==> config.mk <==
export PLATFORM = sky130hd
export DESIGN_NAME = ram_bank
export DESIGN_NICKNAME = d
export VERILOG_FILES = /design/src/rtl/ram_bank.sv
export SDC_FILE = /design/constraint.sdc
export NUM_CORES = 1
export LEC_CHECK = 0
export ABC_CLOCK_PERIOD_IN_PS = 2550
export CORE_ASPECT_RATIO = 1.1
export CORE_MARGIN = 3
export CORE_UTILIZATION = 46
export CTS_BUF_LIST = sky130_fd_sc_hd__clkbuf_16
export CTS_CLUSTER_DIAMETER = 40
export CTS_CLUSTER_SIZE = 40
export DETAILED_ROUTE_END_ITERATION = 16
export PLACE_DENSITY = 0.61
export SETUP_SLACK_MARGIN = 0.2
export SLEW_MARGIN = 25
export SYNTH_ARGS = -nofsm -noshare
export SYNTH_HDL_FRONTEND = slang
export SYNTH_SLANG_ARGS = --single-unit
==> constraint.sdc <==
create_clock -name CLK -period 2.55 [get_ports CLK]
set_input_delay 0.765 -clock CLK [delete_from_list [all_inputs] [get_ports CLK]]
set_output_delay 0.765 -clock CLK [all_outputs]
set_load 0.05 [all_outputs]
==> src/rtl/ram_bank.sv <==
// Word-addressable RAM with a hardware zeroing sweep after reset or on clear.
// Optional registered read port: define RAM_BANK_READ_REG_EN.
module ram_bank #(
  parameter int WIDTH  = 16,
  parameter int ADDR_W = 3
) (
  input  logic              CLK,
  input  logic              RST,
  input  logic [WIDTH-1:0]  D,
  input  logic [ADDR_W-1:0] address,
  input  logic              load,
  input  logic              clear,
  output logic [WIDTH-1:0]  Q,
  output logic              busy
);

  localparam int DEPTH = 2 ** ADDR_W;

  typedef enum logic {IDLE, CLEAR} state_t;

  state_t             state, state_nx;
  logic [ADDR_W-1:0]  ptr, ptr_nx;
  logic [WIDTH-1:0]   mem [DEPTH];
  logic               we;
  logic [ADDR_W-1:0]  waddr;
  logic [WIDTH-1:0]   wdata;

  always_ff @(posedge CLK or posedge RST) begin
    if (RST) begin
      state <= CLEAR;
      ptr   <= '0;
    end else begin
      state <= state_nx;
      ptr   <= ptr_nx;
    end
  end

  always_comb begin
    state_nx = state;
    ptr_nx   = ptr;
    case (state)
      IDLE: begin
        if (clear) begin
          state_nx = CLEAR;
          ptr_nx   = '0;
        end
      end
      CLEAR: begin
        ptr_nx = ptr + 1'b1;
        if (ptr == '1) state_nx = IDLE;
      end
      default: state_nx = CLEAR;
    endcase
  end

  // The sweep borrows the single write port; user writes are blocked meanwhile.
  always_comb begin
    busy  = (state == CLEAR);
    we    = busy | (load & ~clear);
    waddr = busy ? ptr : address;
    wdata = busy ? '0 : D;
  end

  always_ff @(posedge CLK) begin
    if (we) mem[waddr] <= wdata;
  end

`ifdef RAM_BANK_READ_REG_EN
  // Forwarding the write port also covers the last sweep edge, when word DEPTH-1 is still stale.
  always_ff @(posedge CLK or posedge RST) begin
    if (RST)
      Q <= '0;
    else if (state_nx == CLEAR)
      Q <= '0;
    else if (we && (waddr == address))
      Q <= wdata;
    else
      Q <= mem[address];
  end
`else
  always_comb begin
    Q = busy ? '0 : mem[address];
  end
`endif

endmodule

Yosys cells after proc, flatten, opt, wreduce, memory -nomap -nowiden
Memory sizes are Yosys's and may differ from the RTL's. Index checks and enable logic that the tools add are counted.

Bits in registers: 4. RAM bits: 128. Input bits: 23. Output and inout port bits: 17. Logic and storage cells: 20. Memories kept: 1.

Memory list: mem (words 8, bits a word 16, read ports 1, clocked after memory_dff 0, write ports 1, line 23) `logic [WIDTH-1:0] mem [DEPTH];`.

Add/subtract/negate cells: 1. Equality and inequality tests: 2. Muxes and demuxes: 10. Bitwise operators: 4.

Operator list (number): 16-bit two-way mux (2); 3-bit two-way mux (2); 3-bit case mux with 2 select lines (1); 1-bit two-way mux (4); 3-bit by 1-bit adder with 3-bit output, second input constant (1); 3-bit equality test, second input constant (1); 2-bit != test, second input constant (1); 1-bit inverter (2); 1-bit case mux with 2 select lines (1); 1-bit AND (1); 1-bit OR (1).

Longest topological paths before layout
Gate-level depths: netlist (run 1).

Word-level depth: 5. Depth in mapped cells: 6. Gate-level depth less buffers: 4.

Least setup slack after synthesis (run 1)
Ideal clock, no wire load.

Path type: input-to-output. Start: input port address[1]. End: output port Q[10]. Arrival: 2.520 ns. Required time: 1.785 ns. Path slack: -0.735 ns. Cell stages on the path: 6. Path buffers: 3. Cell sequence: buf_6 > buf_8 > nand2_1 > buf_2 > o22ai_1 > nor3_1.

Word-level cells in the longest chain between the ends: 2.

Ends and longest elaborated chain: from (decl) (line 10) `input logic [ADDR_W-1:0] address,`; memory 8 x 16 bit; 16-bit two-way mux (line 82) `Q = busy ? '0 : mem[address];`; to (decl) (line 13) `output logic [WIDTH-1:0] Q,`.

No other way between the ends.

Worst setup path in the final report (run 1)
Start: input port address[1]. End: output port Q[5].

The elaborated chain is that of the path after synthesis.

==> flow_summary.ini, run 1 <==
[grt]
antenna_found_initial = 0
grt_pass1_wl_um = 18770
grt_pass1_vias = 3208
grt_max_degree = 25
track_usage_pct = 20.29
overflow = 0

[place]
dp_hpwl_um = 6563
pre_cts_slack_ns = -0.8268
placed_area_um2 = 6405
place.gp.congestion = 0.7243
io_buffers = 39

[die]
initial_core_util_pct = 47.95
die_h_um = 118.9
core_um2 = 11110
fp.dieW_um = 108.6
die_area_um2 = 12910
rows = 40
ioPinCount = 40

[worst_hold_path]
hold_class = input port to asynchronous set/reset pin

[setup_path]
crit_path_frequent_cell = buf_6
r2r_start = busy
crit_fanout = 5
slowest_delay_ns = 0.52
r2r-end = mem[0][10]
rr_worst_depth = 4
cp-start-kind = input port
cp.arrival_ns = 2.04
cp.required_ns = 1.79
regToRegSetupSlack_ns = 0.56
end_kind = output pin
cp_cell_sequence = buf_12 > buf_16 > buf_6 > mux4_2 > o22ai_4 > nor3_4 > buf_6
crit_type = input port to output pin
slowest_stage = mux4_2
startpoint = address[1]

[detailed_routing]
vias_per_cell = 5.557
met3_length_um = 629
wl_um = 12100
wl_met2_um = 6325
top_layer_used = met4
wl_met1_um = 5011
first_pass_iters = 4
wl_per_cell_um = 22.08
drc = 0
ant_nets = 0
vias = 3045
first_iter_violations = 203

[yosys]
synth_cells = 299
yosys.cell_types.count = 30
syn_area_per_cell_um2 = 17.82
synthSimpleGateAreaFrac_pct = 6.975
synth_top_family_by_area = multiplexers
synth_nets = 324
synth-seq-cells = 132
synthMuxAreaShare_pct = 10.78
synthAdderAreaFrac_pct = 0.4697
synth_compound_area_share_pct = 5.449
yosysSeqAreaShare_pct = 74.05
synthesis.area_um2 = 5328
yosysWarnings = 0
yosys.area_share.xor_xnor_pct = 0

[clocking]
cts_root_buffer = clkbuf_16
cts_htree_levels = 4
cts_buffers = 17
clk_latency_ns = 0.41
clkTransAtPathRegs_ns = 0.05
cts_tree = done
cts.sinks = 132
clk_path_buf_depth = 2

[layout]
syn2layout_area_growth_pct = 44.79
postLayoutCellArea_um2 = 7714
fin_util_pct = 69.43
multiInputGateArea_um2 = 1812
drive_above_1_share_pct = 48.13
fillers = 723
n_antenna_cell = 0
regArea_um2 = 3945
layout.nets = 413
final_cell_mix = edfxtp_1, nor2b_1, buf_4
final_common_cell = edfxtp_1

[timing]
rsz0062_at_grt = yes
timing.final.setup_violations = 16
slew_viol_final = 0
period_needed_ns = 2.807
fmax_ghz = 0.3563
hold_violations = 0
timing.hold.ws_ns = 0.5504
post-route-period-util_pct = 110.1
setup_slack_ns = -0.2569
tightest_slew_ns = 0.5927
timing.slew.headroom_pct = 60.40
skew_ns = 0.004868

[run]
maxCapViolations = 0

[run_status]
violations = setup timing
outcome = finished, violations left

[power]
peakVddDrop_mv = 0.7446
clockPowerShare_pct = 31.2
power-per-cell-area_nw_per_um2 = 1074
switchingPower_mw = 2.450
sw_frac_of_total_pct = 29.56
cellInternalPower_mw = 5.837
finalPower_mw = 8.287
combPwrFrac_pct = 28.4
leakagePower_nw = 2.612
seqPwrFrac_pct = 40.4
## synth_stat cells
cell type / n / area, um2
dfrtp_1: 3 / 75.07
a21o_1: 1 / 7.510
o31ai_1: 1 / 7.510
a211oi_1: 16 / 120.1
a21oi_1: 2 / 10.01
o22ai_1: 16 / 100.1
nor4bb_1: 1 / 10.01
inv_1: 4 / 15.01
buf_1: 1 / 3.750
ha_1: 2 / 25.02
nor2_1: 11 / 41.29
mux2_2: 16 / 180.2
a22oi_1: 1 / 7.510
nor3_1: 16 / 80.08
a32oi_1: 2 / 17.52
o21ai_0: 1 / 5.000
dfstp_2: 1 / 26.28
buf_6: 1 / 11.26
clkbuf_1: 7 / 26.28
a2bb2oi_1: 1 / 8.760
mux4_2: 7 / 157.7
nand2b_1: 2 / 12.51
edfxtp_1: 128 / 3844
a31oi_1: 1 / 6.260
mux4_1: 9 / 236.5
nand2_1: 4 / 15.01
buf_2: 7 / 35.03
nor2b_1: 34 / 212.7
buf_4: 2 / 15.01
buf_8: 1 / 15.01
## state kept, by name (all words and copies together), names as in the netlist
| register | flops |
|---|---|
| ptr | 3 |
| busy | 1 |
| mem | 128 |
## timing repair
action	in CTS	in global routing
hold buffers	0	0
cloned	4	2
endpoints found under the setup margin	113	17
resized for setup	93	12
setup buffers	7	1
pin swaps	15	16
## stage by stage
stage          TNS [ns]  cells
5_1_grt          -4.095    548
2_1_floorplan   -0.7915    299
4_1_cts          -3.993    545
3_5_place_dp     -48.38    502
6_report         -3.477    548
3_3_place_gp     -48.77    502
## worst max-delay path: cells and delay by family
kind,cells,cell delay [ns]
AND/OR/NAND/NOR,1,0.05
AO/OA/AOI/OAI,1,0.22
buffers and inverters,4,0.48
multiplexers,1,0.52
## power by group through the flow
stage	Clock, mW	Combinational, mW	Sequential, mW
after detailed placement	0	2.07	3.36
after floorplan	0	1.28	3.32
after CTS	2.62	2.35	3.35
final	2.58	2.36	3.35
after global placement	0	2.04	3.33
after global routing	2.73	2.51	3.40
## how the worst max path moves through the flow
stage,end,cells after the start,slack (ns)
2_1_floorplan,Q[10],5,-0.12
3_3_place_gp,Q[7],6,-0.80
3_5_place_dp,Q[6],6,-0.83
4_1_cts,Q[8],7,-0.29
5_1_grt,Q[1],7,-0.30
6_report,Q[5],7,-0.26
## cell families after synthesis
kind of cell / Yosys count
compound gates: 42
fa+ha+maj: 2
buf+inv: 23
flops: 132
mux: 32
simple gates: 68
## layout make-up
class                           instances  share of cell area, %
Clock buffer                           17                  5.515
Multi-Input combinational cell        144                  23.49
Tap cell                              147                  2.384
Sequential cell                       132                  51.14
Inverter                                4                 0.1946
Clock inverter                         15                  2.774
Timing Repair Buffer                   89                  14.50
## per-layer routing
layer  vias to the layer above  track usage [%]
li1                       1379                -
met1                      1564            27.60
met2                        93            32.73
met3                         9            4.336
met4                         0            6.630
met5                         -                0
Power figures use the tool's default switching activity.
==> inputs of run 2 (changes only) <==
--- a/config.mk
+++ b/config.mk
@@ -6,14 +6,16 @@
 export NUM_CORES = 1
 export LEC_CHECK = 0
 export ABC_CLOCK_PERIOD_IN_PS = 2550
+export CELL_PAD_IN_SITES_DETAIL_PLACEMENT = 1
+export CELL_PAD_IN_SITES_GLOBAL_PLACEMENT = 2
 export CORE_ASPECT_RATIO = 1.1
 export CORE_MARGIN = 3
-export CORE_UTILIZATION = 46
+export CORE_UTILIZATION = 44
 export CTS_BUF_LIST = sky130_fd_sc_hd__clkbuf_16
 export CTS_CLUSTER_DIAMETER = 40
 export CTS_CLUSTER_SIZE = 40
 export DETAILED_ROUTE_END_ITERATION = 16
-export PLACE_DENSITY = 0.61
+export PLACE_DENSITY = 0.75
 export SETUP_SLACK_MARGIN = 0.2
 export SLEW_MARGIN = 25
 export SYNTH_ARGS = -nofsm -noshare
==> flow_summary.ini, run 2 (same netlist as run 1, synthesis figures left out) <==
[run_status]
outcome = finished, violations left
violations = setup timing

[clocking]
cts_hold_buf = 0
cts.sinks = 132
cts_root_buffer = clkbuf_16
cts_htree_levels = 4
cts_tree = done
clk_path_buf_depth = 2
cts_buffers = 17
clkTransAtPathRegs_ns = 0.06
clk_latency_ns = 0.42

[timing]
tns_ns = -2.967
timing.hold.ws_ns = 0.5484
skew_ns = 0.005282
post-route-period-util_pct = 110.9
hold_violations = 0
rsz0062_at_grt = yes
timing.final.setup_violations = 16
fmax_ghz = 0.3538
tightest_slew_ns = 0.6248
slew_viol_final = 0
timing.slew.headroom_pct = 58.26
period_needed_ns = 2.827
setup_slack_ns = -0.2767

[run]
maxCapViolations = 0

[grt]
grt_max_degree = 22
grt_pass1_vias = 3322
antenna_found_initial = 0
overflow = 0
track_usage_pct = 19.92
grt_pass1_wl_um = 19300

[power]
leakagePower_nw = 2.540
peakVddDrop_mv = 0.7898
power-per-cell-area_nw_per_um2 = 1084
finalPower_mw = 8.133

[worst_hold_path]
hold_class = input port to asynchronous set/reset pin

[setup_path]
crit_fanout = 5
crit_type = input port to output pin
rr_worst_depth = 3
regToRegSetupSlack_ns = 0.49
cp.required_ns = 1.79
cp-start-kind = input port
end_kind = output pin
cp.arrival_ns = 2.06

[layout]
syn2layout_area_growth_pct = 40.79
postLayoutCellArea_um2 = 7501
final_common_cell = edfxtp_1
final_cell_mix = edfxtp_1, buf_4, nor2b_1
largest_register_ffs = 128
largest_register = mem
drive_above_1_share_pct = 47.52
n_antenna_cell = 0
layout.nets = 416

[die]
die_h_um = 121.4
initial_core_util_pct = 45.75
ioPinCount = 40
fp.dieW_um = 110.9
rows = 41
core_um2 = 11640
die_area_um2 = 13470

[detailed_routing]
top_layer_used = met4
first_pass_iters = 5
wl_um = 12570
vias_per_cell = 5.540
wl_met2_um = 6638
wl_per_cell_um = 22.69
first_iter_violations = 170
drc = 0
wl_met1_um = 5247
met3_length_um = 463
ant_nets = 0
vias = 3069

[place]
place.gp.congestion = 0.7631
io_buffers = 39
dp_hpwl_um = 7384
placed_area_um2 = 6436
## run 2: metal layers
layer  GRT usage [%]  vias to the layer above
li1                -                     1388
met1           24.51                     1597
met2           34.07                       66
met3           4.589                       18
met4           8.314                        0
met5               0                        -
## run 2: layout make-up
| cell class | instances | area [um2] |
|---|---|---|
| Timing Repair Buffer | 92 | 992.2 |
| Tap cell | 150 | 187.7 |
| Clock buffer | 17 | 425.4 |
| Fill cell | 995 | 4144 |
| Multi-Input combinational cell | 144 | 1747 |
| Clock inverter | 15 | 188.9 |
| Inverter | 4 | 15.01 |
| Sequential cell | 132 | 3945 |
## run 2: metrics by stage
stage	worst slack (ns)	cells	util [%]
2_1_floorplan	-0.1224	299	-
3_3_place_gp	-0.8531	512	55.27
3_5_place_dp	-0.8745	512	55.27
4_1_cts	-0.3015	548	63.23
5_1_grt	-0.3068	554	64.41
6_report	-0.2767	554	64.41
## run 2: final timing paths
check                           start    endpoint
max                        address[1]        Q[8]
min                               RST      ptr[0]
max reg2reg                      busy  mem[4][15]
min reg2reg                    ptr[0]      ptr[0]
max in group asynchronous         RST        busy
min in group CLK               ptr[0]      ptr[0]
## run 2: power by group
group	switching, mW	internal (mW)
logic	1.38	0.867
registers	0.211	3.17
clock network	0.881	1.62
total	2.47	5.66
## run 2: critical path, cell delays in order
cell and delay, ns:
buf_12 0.12, buf_12 0.14, mux4_2 0.51, o22ai_2 0.17, buf_4 0.15, nor3_4 0.04, buf_6 0.17
## run 2: timing repair
| item | 4_1_cts | 5_1_grt |
|---|---|---|
| cloned | 3 | 0 |
| resized for setup | 68 | 18 |
| pin swaps | 13 | 12 |
| setup endpoints to repair | 81 | 81 |
| hold endpoints to repair | 0 | 0 |
| setup buffers | 1 | 6 |
==> inputs of run 3 (changes only) <==
--- a/config.mk
+++ b/config.mk
@@ -5,17 +5,18 @@
 export SDC_FILE = /design/constraint.sdc
 export NUM_CORES = 1
 export LEC_CHECK = 0
+export ABC_AREA = 1
 export ABC_CLOCK_PERIOD_IN_PS = 2550
 export CELL_PAD_IN_SITES_DETAIL_PLACEMENT = 1
 export CELL_PAD_IN_SITES_GLOBAL_PLACEMENT = 2
 export CORE_ASPECT_RATIO = 1.1
 export CORE_MARGIN = 3
-export CORE_UTILIZATION = 44
+export CORE_UTILIZATION = 38
 export CTS_BUF_LIST = sky130_fd_sc_hd__clkbuf_16
 export CTS_CLUSTER_DIAMETER = 40
 export CTS_CLUSTER_SIZE = 40
 export DETAILED_ROUTE_END_ITERATION = 16
-export PLACE_DENSITY = 0.75
+export PLACE_DENSITY = 0.76
 export SETUP_SLACK_MARGIN = 0.2
 export SLEW_MARGIN = 25
 export SYNTH_ARGS = -nofsm -noshare
==> flow_summary.ini, run 3 <==
[run_status]
outcome = complete, no violations

[setup_path]
startpoint = address[0]
end_kind = output pin
r2r_start = busy
crit_fanout = 12
cp.arrival_ns = 1.74
crit_type = input port to output pin
cp-start-kind = input port
regToRegSetupSlack_ns = 0.45
cp.required_ns = 1.79
cp-endpoint = Q[14]
r2r-end = mem[7][3]
rr_worst_depth = 7

[die]
initial_core_util_pct = 39.49
core_um2 = 15350
die_area_um2 = 17500
fp.dieW_um = 126.4
rows = 47
die_h_um = 138.5
ioPinCount = 40

[power]
leakagePower_nw = 3.817
peakVddDrop_mv = 0.5426
power-per-cell-area_nw_per_um2 = 1156

[timing]
setup_slack_ns = 0.04633
timing.slew.headroom_pct = 54.19
tns_ns = 0
timing.final.setup_violations = 0
skew_ns = 0.01152
tightest_slew_ns = 0.6846
slew_viol_final = 0
hold_violations = 0
post-route-period-util_pct = 98.18
rsz0062_at_grt = yes
period_needed_ns = 2.504
fmax_ghz = 0.3994

[layout]
postLayoutCellArea_um2 = 8238
n_antenna_cell = 0
final_cell_mix = nand2_1, inv_1, edfxtp_1
layout.nets = 738
fin_util_pct = 53.67
largest_register_ffs = 128
final_common_cell = nand2_1
drive_above_1_share_pct = 18.60
largest_register = mem
syn2layout_area_growth_pct = 35.92

[grt]
overflow = 0
antenna_found_initial = 0
grt_pass1_vias = 5031
track_usage_pct = 21.16
grt_max_degree = 24
grt_pass1_wl_um = 27540

[place]
placed_area_um2 = 7054
io_buffers = 39
place.gp.congestion = 0.7453
dp_hpwl_um = 9824
pre_cts_slack_ns = -0.2996

[yosys]
async_flop_share_pct = 3.030
synth-seq-cells = 132
synth_area_leaders = edfxtp_1, nand2_1, inv_1, nand3_1, buf_6
syn_area_per_cell_um2 = 9.575
yosys.area.top_type_share_pct = 63.42
yosys.cell_types.count = 19
yosysWarnings = 0
synth_nets = 658
synth_ff_type = edfxtp_1
synth_cells = 633
synthesis.area_um2 = 6061
synth_edf_count = 128
synth_common_cells = nand2_1, inv_1, edfxtp_1
synth_most_common_cell = nand2_1
yosysSeqAreaShare_pct = 65.09
synth_top_cell_by_area = edfxtp_1

[clocking]
cts_hold_buf = 0
clkTransAtPathRegs_ns = 0.06
cts.sinks = 132
cts_tree = done
clk_latency_ns = 0.43
cts_buffers = 17
cts_htree_levels = 4
clk_path_buf_depth = 2
cts_root_buffer = clkbuf_16

[detailed_routing]
first_pass_iters = 4
wl_per_cell_um = 19.28
ant_nets = 0
first_iter_violations = 256
vias_per_cell = 4.850
wl_um = 17770
vias = 4472
drc = 0

[worst_hold_path]
hold_class = input port to asynchronous set/reset pin

[run]
maxCapViolations = 0
-- run 3: final cells by class --
class | count | area, um2
inverter | 155 | 605.6
clock inverter | 15 | 261.5
multi-input combinational | 320 | 1416
sequential | 132 | 3945
tap | 196 | 245.2
fill | 1681 | 7111
timing repair buffer | 87 | 1339
clock buffer | 17 | 425.4
-- run 3: how the worst min path moves through the flow --
stage	startpoint	to	slack, ns
finish	RST	ptr[0]	0.52
global route	RST	ptr[0]	0.52
CTS	RST	ptr[0]	0.51
detailed placement	ptr[0]	ptr[0]	0.56
global placement	ptr[2]	busy	0.55
floorplan	RST	ptr[0]	0.53
-- run 3: timing repair --
action                                  in CTS  in global routing
gates resized for setup                     46                  8
endpoints found under the setup margin      16                 17
pin swaps                                   15                 10
buffers inserted                             8                  0
gates cloned                                 8                  2
-- run 3: metrics by stage --
stage	total power [mW]	hold WS, ns	std cells
2_1_floorplan	5.118	0.5304	633
3_3_place_gp	6.388	0.5540	872
3_5_place_dp	6.513	0.5621	872
4_1_cts	9.556	0.5103	920
5_1_grt	9.997	0.5183	922
6_report	9.525	0.5229	922
-- run 3: where the power goes --
part           internal, mW  switching (mW)
registers              3.43           0.191
logic                  1.05            1.98
clock network          1.92           0.950
total                  6.41            3.12
-- run 3: logic make-up after synthesis --
group | count (synthesis) | synth area share, %
AO/OA/AOI/OAI | 7 | 0.6192
adder cells (fa/ha/maj) | 2 | 0.4128
buffers and inverters | 181 | 13.07
flip-flops | 132 | 65.09
AND/OR/NAND/NOR | 311 | 20.81
-- run 3: metal layers --
| metal | part of all wire [%] | up-vias | track usage (%) |
|---|---|---|---|
| met4 | 2.2 | 0 | 8.865 |
| met5 | 0 | - | 0 |
| met3 | 3.6 | 26 | 3.819 |
| met2 | 51 | 100 | 36.57 |
| li1 | - | 2117 | - |
| met1 | 43 | 2229 | 25.95 |
-- run 3: worst max-delay path: stages --
cell,delay [ns]
buf_12,0.13
buf_12,0.14
buf_16,0.15
nand2_1,0.10
nand3_2,0.09
nand2_1,0.09
nand2_2,0.05
nand2_2,0.08
buf_12,0.13
